### src/rtl/fir_out_requant.sv
// Output re-quantizer for the 15-tap FIR: round-half-up, arithmetic shift and saturate
// a Q2.30 accumulator stream down to Q1.15 over a two-stage back-pressured AXI-Stream pipe.
module fir_out_requant #(
    parameter int IW    = 32,
    parameter int OW    = 16,
    parameter int SHIFT = 15
) (
    input  logic          clk,
    input  logic          reset,
    input  logic [IW-1:0] s_axis_tdata,
    input  logic          s_axis_tvalid,
    input  logic          s_axis_tlast,
    output logic          s_axis_tready,
    output logic [OW-1:0] m_axis_tdata,
    output logic          m_axis_tvalid,
    output logic          m_axis_tlast,
    input  logic          m_axis_tready,
    input  logic          clear,
    output logic [15:0]   sat_count,
    output logic [15:0]   frame_count
);

    localparam logic [IW:0] RND = {{IW{1'b0}}, 1'b1} << (SHIFT - 1);

    logic signed [IW:0] r_a;
    logic               last_a;
    logic               v_a;
    logic               adv_a;
    logic               adv_b;
    logic signed [IW:0] r_next;
    logic signed [IW:0] q_full;
    logic [IW-OW+1:0]   q_hi;
    logic               pos_sat;
    logic               neg_sat;
    logic               sat_a;
    logic [OW-1:0]      q_sat;

    assign adv_b         = !m_axis_tvalid || m_axis_tready;
    assign adv_a         = !v_a || adv_b;
    assign s_axis_tready = reset && adv_a;

    // Sign-extend one bit so the rounding constant can never overflow the add.
    assign r_next = $signed({s_axis_tdata[IW-1], s_axis_tdata}) + $signed(RND);

    // The shifted value fits OW bits only when everything from bit OW-1 up is a sign copy.
    assign q_full  = r_a >>> SHIFT;
    assign q_hi    = q_full[IW:OW-1];
    assign pos_sat = !q_full[IW] && (|q_hi);
    assign neg_sat =  q_full[IW] && !(&q_hi);
    assign sat_a   = pos_sat || neg_sat;

    always_comb begin
        q_sat = q_full[OW-1:0];
        if (pos_sat)
            q_sat = {1'b0, {(OW-1){1'b1}}};
        else if (neg_sat)
            q_sat = {1'b1, {(OW-1){1'b0}}};
    end

    always_ff @(posedge clk or negedge reset) begin
        if (!reset) begin
            v_a    <= 1'b0;
            r_a    <= '0;
            last_a <= 1'b0;
        end else if (adv_a) begin
            v_a    <= s_axis_tvalid;
            r_a    <= r_next;
            last_a <= s_axis_tlast;
        end
    end

    always_ff @(posedge clk or negedge reset) begin
        if (!reset) begin
            m_axis_tvalid <= 1'b0;
            m_axis_tdata  <= '0;
            m_axis_tlast  <= 1'b0;
        end else if (adv_b) begin
            m_axis_tvalid <= v_a;
            m_axis_tdata  <= q_sat;
            m_axis_tlast  <= last_a;
        end
    end

    // Clear takes priority over any increment landing in the same cycle.
    always_ff @(posedge clk or negedge reset) begin
        if (!reset) begin
            sat_count   <= '0;
            frame_count <= '0;
        end else if (clear) begin
            sat_count   <= '0;
            frame_count <= '0;
        end else begin
            if (adv_b && v_a && sat_a && (sat_count != 16'hFFFF))
                sat_count <= sat_count + 16'd1;
            if (m_axis_tvalid && m_axis_tready && m_axis_tlast)
                frame_count <= frame_count + 16'd1;
        end
    end

endmodule
### config.mk
export PLATFORM = sky130hd
export DESIGN_NAME = fir_out_requant
export DESIGN_NICKNAME = d
export VERILOG_FILES = /design/src/rtl/fir_out_requant.sv
export SDC_FILE = /design/constraint.sdc
export NUM_CORES = 1
export LEC_CHECK = 0
export CAP_MARGIN = 25
export CORE_ASPECT_RATIO = 1.2
export CORE_MARGIN = 4
export CORE_UTILIZATION = 35
export DETAILED_ROUTE_END_ITERATION = 12
export PLACE_DENSITY = 0.62
export REMOVE_ABC_BUFFERS = 1
export SLEW_MARGIN = 20
export SYNTH_ARGS = -nofsm -noshare
export SYNTH_HDL_FRONTEND = slang
export SYNTH_SLANG_ARGS = --single-unit
### constraint.sdc
create_clock -name clk -period 1.7 [get_ports clk]
set_input_delay 0.34 -clock clk [delete_from_list [all_inputs] [get_ports clk]]
set_output_delay 0.34 -clock clk [all_outputs]
set_load 0.02 [all_outputs]
=== After elaboration in Yosys (flattened, before gate mapping) ===
Cells that the tools add are included.
Widths: inputs -> output; s select.

* Eq/ne operators: 1
* Muxes and demuxes: 6
* Reduce and logical (&&, ||, !) cells: 19
* Add/subtract/negate cells: 3

{| class="wikitable"
|+ Operator list
! kind !! number
|-
| $mux 16 || 6
|-
| $add 32x16->33 const B || 1
|-
| $add 16x1->16 const B || 2
|-
| $ne 16x16->1 const B || 1
|-
| $logic_and 1x1->1 || 8
|-
| $logic_not 1->1 || 4
|-
| $reduce_bool 2->1 || 2
|-
| $logic_or 1x1->1 || 3
|-
| $reduce_and 3->1 || 1
|-
| $reduce_or 3->1 || 1
|}

* Register bits after elaboration: 85
* Output and inout bits: 51
* Bits of input ports: 38

=== Logic depth before layout (Yosys ltp) ===
Gate-level depths: netlist of run 1.

* Depth after elaboration: 8
* Gate-level depth with buffers: 6
* Mapped depth without buffers: 5

=== Least setup slack after synthesis of run 1 ===
No wires, ideal clock.

* Path type: flip-flop to flip-flop
* Start point: register sat_count[0]
* End point: register sat_count[14]
* Required time: 1.575 ns
* Arrival: 1.656 ns
* Stages on the path, launching flop included: 6
* Path buffers: 0
* Library setup time: 0.125 ns
* Path slack: -0.081 ns
* Cell sequence: dfrtp_1 ha_1 and2_0 nand4_1 nor4_1 mux2_2

* Word-level cells in the longest chain between the ends: 3
* Elaborated cells between the ends (all ways): 6
* Classes of those cells: add/sub (1); eq/ne (1); mux (2); reduce/logical (2)

{| class="wikitable"
|+ Ends and longest elaborated chain
! what !! RTL line !! RTL
|-
| start: declaration || 19 || <nowiki>output logic [15:0] sat_count,</nowiki>
|-
| start signal: assignment || 94 || <nowiki>sat_count <= sat_count + 16'd1;</nowiki>
|-
| $add 16x1->16 / $ne 16x16->1 (equally long branches) || 94, 93 ||
|-
| $mux 16 / $logic_and 1x1->1 (equally long branches) || 93 || <nowiki>if (adv_b && v_a && sat_a && (sat_count != 16'hFFFF))</nowiki>
|-
| $mux 16 / $reduce_bool 2->1 (equally long branches) || -- ||
|}

Parallel ways exist; a longest one is shown, timed or not. The select of a mux whose other input is x is not followed.
A chain may end at the register's enable or synchronous reset.

=== Worst setup path in the final report of run 1 ===
* Start point: register frame_count[15]
* End point: output frame_count[15]

{| class="wikitable"
|+ RTL lines
! what !! RTL line !! RTL
|-
| start: declaration || 20 || <nowiki>output logic [15:0] frame_count</nowiki>
|-
| start signal: assignment || 96 || <nowiki>frame_count <= frame_count + 16'd1;</nowiki>
|}

No word-level cell between the ends.

==> results of run 1 <==
[metrics by stage]
step / TNS [ns] / worst slack [ns] / hold slack [ns]
2_1_floorplan: -25.54 / -1.01 / 0.0444
6_report: 0 / 0.0551 / 0.232
4_1_cts: 0 / 0.000981 / 0.291
3_5_place_dp: -14.74 / -0.478 / 0.449
5_1_grt: -0.0821 / -0.0205 / 0.349
3_3_place_gp: -14.06 / -0.480 / 0.447
[layer usage]
layer	global-route usage [%]	routed length, um
met5	0	0
met3	3.79	482
met4	4.99	106
met1	19.0	4280
met2	28.1	4890
[registers in the layout (all words and copies together), names as in the netlist]
signal and cells:
frame_count 16, last_a 1, m_axis_tdata 16, m_axis_tlast 1, m_axis_tvalid 1, r_a 18, sat_count 16, v_a 1
[cell type report]
cell class              count  area [sq um]
clock buffers              11           253
clock inverters             5          81.3
fillers                  1014          4950
inverters                  10          37.5
multi-input cells         350          1980
flip-flops and latches     70          1750
well taps                 129           161
repair buffers            163          1400
[layout by cell type, fill, tap and decap left out, types with 3 or more instances in the layout]
cell | Yosys | final
sky130_fd_sc_hd__xnor2_1 | 20 | 20
sky130_fd_sc_hd__nor2_1 | 75 | 75
sky130_fd_sc_hd__buf_4 | 1 | 86
sky130_fd_sc_hd__inv_1 | 10 | 10
sky130_fd_sc_hd__clkdlybuf4s50_1 | 0 | 36
sky130_fd_sc_hd__o21ai_0 | 34 | 33
sky130_fd_sc_hd__nor4_1 | 12 | 12
sky130_fd_sc_hd__nor3_1 | 11 | 11
sky130_fd_sc_hd__dfrtp_1 | 70 | 70
sky130_fd_sc_hd__nor2b_1 | 9 | 9
sky130_fd_sc_hd__dlymetal6s2s_1 | 0 | 5
sky130_fd_sc_hd__a21oi_1 | 28 | 28
sky130_fd_sc_hd__clkbuf_16 | 0 | 9
sky130_fd_sc_hd__nand3_1 | 17 | 16
sky130_fd_sc_hd__and2_1 | 3 | 3
sky130_fd_sc_hd__dlygate4sd2_1 | 0 | 31
sky130_fd_sc_hd__xor2_1 | 5 | 5
sky130_fd_sc_hd__nand4_1 | 13 | 13
sky130_fd_sc_hd__nand2_1 | 64 | 64
sky130_fd_sc_hd__o31ai_1 | 6 | 6
sky130_fd_sc_hd__nand2b_1 | 4 | 4
sky130_fd_sc_hd__or4_1 | 5 | 4
sky130_fd_sc_hd__mux2_2 | 10 | 10
sky130_fd_sc_hd__and4_1 | 4 | 3
sky130_fd_sc_hd__or3_1 | 6 | 6
[final timing paths]
check / startpoint / end / slack, ns / depth (start not counted)
setup / recovery: frame_count[15]$_DFFE_PN0P_ / frame_count[15] / 0.06 / 1
hold / removal: reset / frame_count[14]$_DFFE_PN0P_ / 0.23 / 2
setup reg to reg: sat_count[1]$_DFFE_PN0P_ / sat_count[10]$_DFFE_PN0P_ / 0.07 / 5
hold reg to reg: last_a$_DFFE_PN0P_ / last_a$_DFFE_PN0P_ / 0.46 / 2
max in group asynchronous: reset / sat_count[6]$_DFFE_PN0P_ / 0.87 / 2
min in group clk: last_a$_DFFE_PN0P_ / last_a$_DFFE_PN0P_ / 0.46 / 2
[logic make-up after synthesis]
family                     count (synthesis)  synth area share (%)
DFF                                       70                  45.6
xor gates and xnor gates                  25                  5.70
buffers and inverters                     33                  3.59
AOI/OAI and AO/OA                         76                  11.0
muxes                                     12                  3.46
and+or+nand+nor                          234                  29.7
adders and majority gates                  3                 0.978
[repair_timing]
action,in CTS,in global routing
gates resized for setup,34,16
pin swaps,0,3
setup buffers,1,3
endpoints found under the setup margin,50,23
[power by group through the flow]
stage | combinational (uW) | sequential (uW) | clock (uW)
2_1_floorplan | 295 | 2070 | 0
3_3_place_gp | 961 | 1930 | 0
3_5_place_dp | 980 | 1930 | 0
4_1_cts | 975 | 1900 | 2140
5_1_grt | 1060 | 1920 | 2210
6_report | 960 | 1900 | 2080
==> summary.md, run 1 <==
| Metric | Value |
|---|---|
| First-pass GRT wire length | `approximately 17,000 um` |
| Required time worst endpoint | `around 1.4 ns` |
| Most repeated cell in the gate-level netlist after synthesis | `sky130_fd_sc_hd__nor2_1` |
| Cell count after placement | `~720` |
| Die Height | `roughly 120 um` |
| WP data arrival | `about 1.3 ns` |
| Placed cell area | `about 5300 sq um` |
| Layout Skew | `0.00570 ns` |
| Antenna violations before repair | `0` |
| Number of warnings reported in the yosys synthesis log | `0` |
| Largest net degree at the start of global routing | `slightly above 70` |
| Synth top area cells | `sky130_fd_sc_hd__dfrtp_1, sky130_fd_sc_hd__nor2_1, sky130_fd_sc_hd__nand2_1` |
| Clock sink count | `70` |
| TritonCTS clock tree | `yes` |
| Most used DFF post-synth | `sky130_fd_sc_hd__dfrtp_1` |
| Type of destination of the critical path | `primary output` |
| Crit path max fanout | `3` |
| Delay contributed by the slowest stage of the critical path | `just over 0.6 ns` |
| Number of nets in the layout | `around 650` |
| Estimated wirelength of the detail-placed design | `just over 7000 um` |
| Total power per unit cell area | `871 nW/um^2` |
| Post-synthesis instance area | `around 3800 sq um` |
| Remaining max-slew budget at the tightest pin | `between 30 and 40%` |
| Share of total power consumed by net switching | `between 20% and 30%` |
| Final setup viols | `0` |
| Avg Inst Size Synth | `approximately 8.5 sq um` |
| Final Hold Vio Count | `0` |
| Fmax | `~610 MHz` |
| Placeable core region | `approximately 11,000 sq um` |
| Buffers & Inverters on Critical Path | `1` |
| Mapped Cells | `453` |
| Count of unique library cells instantiated by Yosys | `42` |
| Placer Congestion | `approximately 0.85` |
| Setup crit start kind | `register` |
| Antenna-violating nets left | `0` |
| Family of cells with the greatest summed delay on the critical path | `buffers and inverters` |
| Leading cell types by count after synthesis | `sky130_fd_sc_hd__nor2_1, sky130_fd_sc_hd__dfrtp_1, sky130_fd_sc_hd__nand2_1` |
| Effective utilization at floorplan | `between 30% and 40%` |
| Overall overflow remaining after global route | `0` |
| Ant. Diodes | `0` |
| Number of I/O pins | `slightly below 90` |
| Synth Register Bits | `70` |
| Clock latency of the later-clocked register in the worst-skew pair | `0.33 ns` |
| Core Rows | `41` |
| Area enclosed by the die boundary | `~13,000 sq um` |
| Die span in x | `roughly 100 um` |
| Number of global-route vias before repair | `between 3,000 and 4,000` |
| Final Routed Wirelength | `approximately 10000 um` |
| CTS HTree Levels | `3` |
| RSZ-0062 raised after global routing | `true` |
| Fraction of power consumed by the clock network | `between 40% and 50%` |
| Syn-to-layout area delta | `47.7%` |
| Seq/Total Area, Yosys | `45.6%` |
| Gr usage total | `15.8%` |
| Outcome | `finished clean` |
| Total design power | `4940 uW` |
| Clock transition at the registers of the reported paths | `0.06 ns` |
| Iteration count of the initial detailed-routing pass | `4` |
| Port-buffer cells | `74` |
| Detail-routed net length per standard cell | `13.2 um` |
| Share of the synthesized area in the top cell type | `between 40% and 50%` |
| Via/cell ratio | `about 5` |
| Hold_buf cts | `0` |
| MaxCap Viol Count | `0` |
| Clock Tree Root | `sky130_fd_sc_hd__clkbuf_16` |
| Share of flip-flops with an asynchronous set or reset | `100%` |
| Ratio of cells with drive above 1 in the final layout | `between 20% and 30%` |
| Max Slew Vio Count | `0` |
| Class of the tightest hold or removal check | `primary input to asynchronous set/reset pin` |
| Tcrit/Tclk final | `approximately 97%` |
| Largest area contributor in the netlist | `sky130_fd_sc_hd__dfrtp_1` |
| TritonCTS Buffers | `9` |
| Setup Crit Path Kind | `register to primary output` |
| List of cells traversed by the critical path | `clkdlybuf4s50_1` |
| Non-filler cells in the finished layout | `approximately 740` |
| LEAKAGE | `0.00261 uW` |
| Cell Int Power | `3620 uW` |
| Initial detailed-routing violation count | `between 100 and 150` |
| Count of flip-flops with a built-in enable after synthesis | `0` |
| Power share of the sequential group | `between 30% and 40%` |
| Portion of total power attributed to combinational logic | `19.4%` |
| Total via count in the routed design | `~3,700` |
| Standard cell with the maximum stage delay on the critical path | `sky130_fd_sc_hd__clkdlybuf4s50_1` |
| Transition time of the tightest slew-check pin | `around 0.90 ns` |
| Final design utilization | `53.4%` |
| Maximum VDD drop | `approximately 0.43 mV` |
| Min cycle time layout | `between 1.5 and 2 ns` |
| Net Sw Power | `between 1000 and 1500 uW` |
| CTS Buffer Depth | `2` |
| Number of DRC violations after detailed routing | `0` |
| Summed area of non-filler cells in the final layout | `approximately 5700 sq um` |
No activity file was read; power rests on OpenSTA's default activity.
==> inputs of run 2 (changes only) <==
CAP_MARGIN = 10   (was 25)
==> results of run 2 <==
The final DEF is identical to that of run 1; final timing and power are the same.
